**src/rtl/rob_pkg.sv**
```systemverilog
// Shared widths, reserved tag values and tag arithmetic for the reorder buffer.
package rob_pkg;

    localparam int ROB_ADD_W = 4;
    localparam int REG_ADD_W = 5;
    localparam int REG_DAT_W = 32;
    localparam int INS_OP_W  = 6;
    localparam int ROB_N     = 2 ** ROB_ADD_W;

    typedef logic [ROB_ADD_W-1:0] tag_t;

    // Tag 0 means "operand already in the regfile", so it is never allocated.
    localparam tag_t TAG_NONE  = '0;
    localparam tag_t TAG_FIRST = tag_t'(1);
    localparam tag_t TAG_LAST  = tag_t'(ROB_N - 1);

    function automatic tag_t next_tag(input tag_t t);
        return (t == TAG_LAST) ? TAG_FIRST : t + TAG_FIRST;
    endfunction

endpackage

```
**src/rtl/rob_fwd.sv**
```systemverilog
// Combinational operand resolve: regfile value, committed-ready ROB entry, or same-cycle CDB bypass.
module rob_fwd
    import rob_pkg::*;
(
    input  logic [ROB_ADD_W-1:0] q,
    input  logic [REG_DAT_W-1:0] v,
    input  logic                 ent_ready,
    input  logic [REG_DAT_W-1:0] ent_val,
    input  logic                 cdb_en,
    input  logic [ROB_ADD_W-1:0] cdb_qn,
    input  logic [REG_DAT_W-1:0] cdb_v,
    output logic [ROB_ADD_W-1:0] q_res,
    output logic [REG_DAT_W-1:0] v_res
);

    always_comb begin
        q_res = q;
        v_res = v;
        if (q == TAG_NONE) begin
            q_res = TAG_NONE;
            v_res = v;
        end else if (ent_ready) begin
            q_res = TAG_NONE;
            v_res = ent_val;
        end else if (cdb_en && (cdb_qn == q)) begin
            q_res = TAG_NONE;
            v_res = cdb_v;
        end
    end

endmodule

```
**src/rtl/rob.sv**
```systemverilog
// Reorder buffer: allocates rename tags, resolves and dispatches operands, captures CDB results
// and retires one entry per cycle in program order.
module rob
    import rob_pkg::*;
(
    input  logic                 clk,
    input  logic                 rst_n,
    input  logic                 en,
    input  logic                 iFlush,
    input  logic                 iIS_En,
    input  logic                 iIS_EnRd,
    input  logic [REG_ADD_W-1:0] iIS_Rd,
    output logic                 oIS_Full,
    output logic [ROB_ADD_W-1:0] oRF_Qn,
    input  logic                 iRF_En,
    input  logic [ROB_ADD_W-1:0] iRF_Qs1,
    input  logic [ROB_ADD_W-1:0] iRF_Qs2,
    input  logic [REG_DAT_W-1:0] iRF_Vs1,
    input  logic [REG_DAT_W-1:0] iRF_Vs2,
    input  logic [INS_OP_W-1:0]  iRF_Op,
    input  logic [REG_DAT_W-1:0] iRF_Pc,
    input  logic [REG_DAT_W-1:0] iRF_Imm,
    input  logic                 iCDB_En,
    input  logic [ROB_ADD_W-1:0] iCDB_Qn,
    input  logic [REG_DAT_W-1:0] iCDB_V,
    output logic                 oRS_En,
    output logic [ROB_ADD_W-1:0] oRS_Qn,
    output logic [ROB_ADD_W-1:0] oRS_Qj,
    output logic [ROB_ADD_W-1:0] oRS_Qk,
    output logic [REG_DAT_W-1:0] oRS_Vj,
    output logic [REG_DAT_W-1:0] oRS_Vk,
    output logic [INS_OP_W-1:0]  oRS_Op,
    output logic [REG_DAT_W-1:0] oRS_Pc,
    output logic [REG_DAT_W-1:0] oRS_Imm,
    output logic                 oRF_En,
    output logic [REG_ADD_W-1:0] oRF_Rd,
    output logic [REG_DAT_W-1:0] oRF_Vd,
    output logic [ROB_ADD_W-1:0] oRF_Qd
);

    logic [ROB_N-1:0]     busy;
    logic [ROB_N-1:0]     ready;
    logic [ROB_N-1:0]     en_rd;
    logic [REG_ADD_W-1:0] rd_q  [ROB_N];
    logic [REG_DAT_W-1:0] val_q [ROB_N];

    logic [ROB_ADD_W-1:0] alloc_ptr;
    logic [ROB_ADD_W-1:0] head_ptr;
    logic [ROB_ADD_W-1:0] fill_ptr;
    logic [ROB_ADD_W-1:0] count;

    logic                 do_alloc;
    logic                 do_commit;
    logic [ROB_ADD_W-1:0] qj_res;
    logic [ROB_ADD_W-1:0] qk_res;
    logic [REG_DAT_W-1:0] vj_res;
    logic [REG_DAT_W-1:0] vk_res;

    assign oIS_Full  = (count == TAG_LAST);
    assign oRF_Qn    = alloc_ptr;
    assign do_alloc  = iIS_En & ~oIS_Full;
    assign do_commit = busy[head_ptr] & ready[head_ptr];

    rob_fwd u_fwd_j (
        .q         (iRF_Qs1),
        .v         (iRF_Vs1),
        .ent_ready (ready[iRF_Qs1]),
        .ent_val   (val_q[iRF_Qs1]),
        .cdb_en    (iCDB_En),
        .cdb_qn    (iCDB_Qn),
        .cdb_v     (iCDB_V),
        .q_res     (qj_res),
        .v_res     (vj_res)
    );

    rob_fwd u_fwd_k (
        .q         (iRF_Qs2),
        .v         (iRF_Vs2),
        .ent_ready (ready[iRF_Qs2]),
        .ent_val   (val_q[iRF_Qs2]),
        .cdb_en    (iCDB_En),
        .cdb_qn    (iCDB_Qn),
        .cdb_v     (iCDB_V),
        .q_res     (qk_res),
        .v_res     (vk_res)
    );

    // Strobes are single-cycle pulses; a frozen (en=0) edge still drops them.
    always_ff @(posedge clk or negedge rst_n) begin
        if (!rst_n) begin
            busy      <= '0;
            ready     <= '0;
            en_rd     <= '0;
            for (int i = 0; i < ROB_N; i++) begin
                rd_q[i]  <= '0;
                val_q[i] <= '0;
            end
            alloc_ptr <= TAG_FIRST;
            head_ptr  <= TAG_FIRST;
            fill_ptr  <= TAG_FIRST;
            count     <= '0;
            oRS_En    <= 1'b0;
            oRS_Qn    <= '0;
            oRS_Qj    <= '0;
            oRS_Qk    <= '0;
            oRS_Vj    <= '0;
            oRS_Vk    <= '0;
            oRS_Op    <= '0;
            oRS_Pc    <= '0;
            oRS_Imm   <= '0;
            oRF_En    <= 1'b0;
            oRF_Rd    <= '0;
            oRF_Vd    <= '0;
            oRF_Qd    <= '0;
        end else begin
            oRS_En <= 1'b0;
            oRF_En <= 1'b0;
            if (en) begin
                if (iFlush) begin
                    busy      <= '0;
                    ready     <= '0;
                    alloc_ptr <= TAG_FIRST;
                    head_ptr  <= TAG_FIRST;
                    fill_ptr  <= TAG_FIRST;
                    count     <= '0;
                end else begin
                    if (iCDB_En && busy[iCDB_Qn]) begin
                        ready[iCDB_Qn] <= 1'b1;
                        val_q[iCDB_Qn] <= iCDB_V;
                    end
                    if (do_commit) begin
                        oRF_En          <= en_rd[head_ptr];
                        oRF_Rd          <= rd_q[head_ptr];
                        oRF_Vd          <= val_q[head_ptr];
                        oRF_Qd          <= head_ptr;
                        busy[head_ptr]  <= 1'b0;
                        ready[head_ptr] <= 1'b0;
                        head_ptr        <= next_tag(head_ptr);
                    end
                    if (do_alloc) begin
                        busy[alloc_ptr]  <= 1'b1;
                        ready[alloc_ptr] <= 1'b0;
                        en_rd[alloc_ptr] <= iIS_EnRd;
                        rd_q[alloc_ptr]  <= iIS_Rd;
                        alloc_ptr        <= next_tag(alloc_ptr);
                    end
                    // Operand packets arrive in issue order, so a single fill pointer names their entry.
                    if (iRF_En) begin
                        oRS_En   <= 1'b1;
                        oRS_Qn   <= fill_ptr;
                        oRS_Qj   <= qj_res;
                        oRS_Qk   <= qk_res;
                        oRS_Vj   <= vj_res;
                        oRS_Vk   <= vk_res;
                        oRS_Op   <= iRF_Op;
                        oRS_Pc   <= iRF_Pc;
                        oRS_Imm  <= iRF_Imm;
                        fill_ptr <= next_tag(fill_ptr);
                    end
                    case ({do_alloc, do_commit})
                        2'b10:   count <= count + TAG_FIRST;
                        2'b01:   count <= count - TAG_FIRST;
                        default: count <= count;
                    endcase
                end
            end
        end
    end

endmodule

```
**config.mk**
```make
export PLATFORM = sky130hd
export DESIGN_NAME = rob
export DESIGN_NICKNAME = d
export VERILOG_FILES = /design/src/rtl/rob_pkg.sv /design/src/rtl/rob_fwd.sv /design/src/rtl/rob.sv
export SDC_FILE = /design/constraint.sdc
export NUM_CORES = 2
export LEC_CHECK = 0
export ABC_CLOCK_PERIOD_IN_PS = 3920
export BUFFER_PORTS_ARGS = -buffer_cell sky130_fd_sc_hd__buf_4
export CORE_ASPECT_RATIO = 1.1
export CORE_MARGIN = 2
export CORE_UTILIZATION = 50
export CTS_CLUSTER_DIAMETER = 120
export CTS_CLUSTER_SIZE = 14
export DETAILED_ROUTE_END_ITERATION = 8
export MAX_ROUTING_LAYER = met4
export PLACE_DENSITY = 0.78
export SYNTH_ARGS = -nofsm -noshare
export SYNTH_HDL_FRONTEND = slang
export SYNTH_SLANG_ARGS = --single-unit
```
**constraint.sdc**
```tcl
create_clock -name clk -period 3.92 [get_ports clk]
set_input_delay 0.784 -clock clk [delete_from_list [all_inputs] [get_ports clk]]
set_output_delay 0.784 -clock clk [all_outputs]
set_load 0.02 [all_outputs]
```
==> reports/qor.yml <==
fin_ws_ns: 0.531
netlist.top_cell.by_area: "dfrtp_1"
grt_pass1_wl_um: 202000
ys_seq_elements: 845
start_util: 0.506
cts-resized-gates: 0
clockRootBuffer: "clkbuf_16"
cts_max_path_buffers: 3
vias_per_cell: 6.75
holdWs_ns: 0.194
worstPathArrival_ns: 3.89
tns_ns: 0
syn_to_final_growth_pct: 13.0
synth_top_area_share: 0.456
critPathSlowestCell: "mux4_2"
drc: 0
die_w_um: 294
synth-edff-count: 0
place_ws_ns: 0.161
grt_pass1_vias: 31600
cp_cell_sequence: "inv_4, mux4_2, mux4_2, and2_1, ha_1, a31oi_1, nor2_1, mux2i_1, nor3_1, a221o_1"
maxSlewViolCount: 0
dieArea_um2: 94800
layout_common_cells: "840 x dfrtp_1, 529 x mux4_2, 492 x mux2_1"
grt_overflow: 0
crit_required_ns: 4.42
skew_ns: 0.0306
path_clk_slew_ns: 0.07
synth-seq-area-share: 0.458
setup_viol: 0
cts_setup_buffers: 0
syn_inst: 3115
io_buffers: 384
ys_async_sr_fraction: 1.00
power_density_nw_per_um2: 384
cts_tree: "done"
antenna_found_initial: 12
cts_buffers: 70
hold_viol: 0
fmax_mhz: 295
synthesis.nets: 3317
crit_top_cell: "mux4_2"
worstSetupPathType: "flip-flop to flip-flop"
status: "finished, final reports clean"
cp_max_fo: 11
grt_util_all_layers: 0.294
drtIter0Drc: 2965
ir_drop_mv: 0.310
core_area_um2: 91300
grt_max_degree: 119
critPathLaunchType: "flip-flop"
rsz0062_at_grt: "no"
filler_cell_count: 7059
ys_top_cells_by_area: "dfrtp_1 46%, mux4_2 26%, mux2_1 12%"
crit_family: "multiplexers"
place_congestion: 0.924
path_buf_inv: 1
drive_gt1_frac: 0.388
syn_avg_cell_area_um2: 14.8
final_common_cell: "dfrtp_1"
fin_crit_ns: 3.39
htree_levels: 3
min_path_type: "primary input to asynchronous set/reset pin"
worst_pin_slew_ns: 1.11
finalWirelength_um: 134000
maxCapViolations: 0
ys.flop_type: "dfrtp_1"
fin_nets: 3547
critPathCaptureType: "flip-flop"
postCtsHoldBufs: 0
maxSlewHeadroom: 0.248
crit_start: "head_ptr[3]$_DFFE_PN0P_"
clock_latency_ns: 0.64
yosys_warnings: 0
die_h_um: 323
netlist_area_um2: 46200
post-route-period-util: 0.865
avgRoutedWirePerCell_um: 29.5
dr.pass1.iters: 5
slowest_delay_ns: 0.63
num_rows: 116
leakagePower_nw: 24.4
dr_total_vias: 30700
ys_types: 56
timing.rr.start: "head_ptr[3]$_DFFE_PN0P_"
drtAntennaViolNets: 0
clock-sinks: 845
hpwl_um: 84500
io_pins: 385
state kept, by name (all words and copies together), names as in the netlist, 5 cells and up:
| signal | flops |
|---|---|
| rd_q | 80 |
| oRS_Pc | 32 |
| oRF_Rd | 5 |
| en_rd | 16 |
| oRS_Vj | 32 |
| busy | 16 |
| ready | 16 |
| oRS_Vk | 32 |
| val_q | 512 |
| oRF_Vd | 32 |
| oRS_Imm | 32 |
| oRS_Op | 6 |
kinds of logic (layout without fill, tap and decap cells):
logic type,after synthesis,count (layout),synth area share
muxes,1187,1187,0.418
DFF,845,845,0.458
and+or+nand+nor,436,436,0.0407
buffers and inverters,368,607,0.0358
AOI/OAI and AO/OA,257,257,0.0417
adders and majority gates,11,11,0.00298
xor gates and xnor gates,11,11,0.00209
other,0,10,0
report_power, final:
| group | internal (W) | total [W] | switching, W |
|---|---|---|---|
| clock | 0.00325 | 0.00645 | 0.00320 |
| combinational | 0.00173 | 0.00343 | 0.00170 |
| sequential | 0.00953 | 0.0101 | 0.000612 |
| total | 0.0145 | 0.0200 | 0.00552 |
worst reg2reg max path: cells and delay by family, from the launching register on:
family	cells	cell delay (ns)
AND/OR/NAND/NOR	3	0.37
adder cells (fa/ha/maj)	1	0.33
AO/OA/AOI/OAI	2	0.46
flip-flops	1	0.56
buffers and inverters	1	0.19
multiplexers	3	1.35
synthesized netlist by cell type (20+ instances only):
cell	count
inv_1	46
mux4_2	529
mux2_2	158
o21ai_0	20
o22ai_2	30
buf_1	51
dfrtp_1	842
buf_4	45
a211oi_1	32
a21oi_1	36
nor2_1	78
o22ai_1	68
clkbuf_1	175
buf_2	40
nand2_1	267
mux2_1	492
through the flow:
stage	cells	utilization	power, W	cell area [um2]
floorplan	3115	-	0.0122	46200
global placement	4453	0.551	0.0136	50300
detailed placement	4453	0.551	0.0137	50300
CTS	4534	0.571	0.0201	52100
global route	4544	0.571	0.0208	52100
finish	4544	0.571	0.0200	52100
final cells by class:
class / instances / area [um2] / area share
Antenna cell: 10 / 25.0 / 0.000480
Clock buffer: 76 / 1800 / 0.0344
Clock inverter: 5 / 58.8 / 0.00113
Inverter: 50 / 193 / 0.00370
Multi-Input combinational cell: 1902 / 23400 / 0.448
Sequential cell: 845 / 21200 / 0.406
Tap cell: 1180 / 1480 / 0.0283
Timing Repair Buffer: 476 / 4050 / 0.0777
worst paths after layout:
path	depth (start not counted)	endpoint	slack [ns]
setup / recovery	10	count[3]$_DFFE_PN0P_	0.53
hold / removal	1	val_q[440]$_DFFE_PN0P_	0.19
setup reg to reg	10	count[3]$_DFFE_PN0P_	0.53
hold reg to reg	2	oRS_Imm[23]$_DFFE_PN0P_	0.48
max in group asynchronous	2	val_q[236]$_DFFE_PN0P_	2.73
min in group clk	3	oRS_Imm[28]$_DFFE_PN0P_	0.34
layer usage:
metal  GRT usage  routed length, um  up-vias
met4       0.145               7150        0
met3      0.0622              12000      411
met5           -                  0        -
li1            -                  -    12400
met1       0.369              49400    16300
met2       0.457              65600     1584
(Power assumes the default switching activity.)
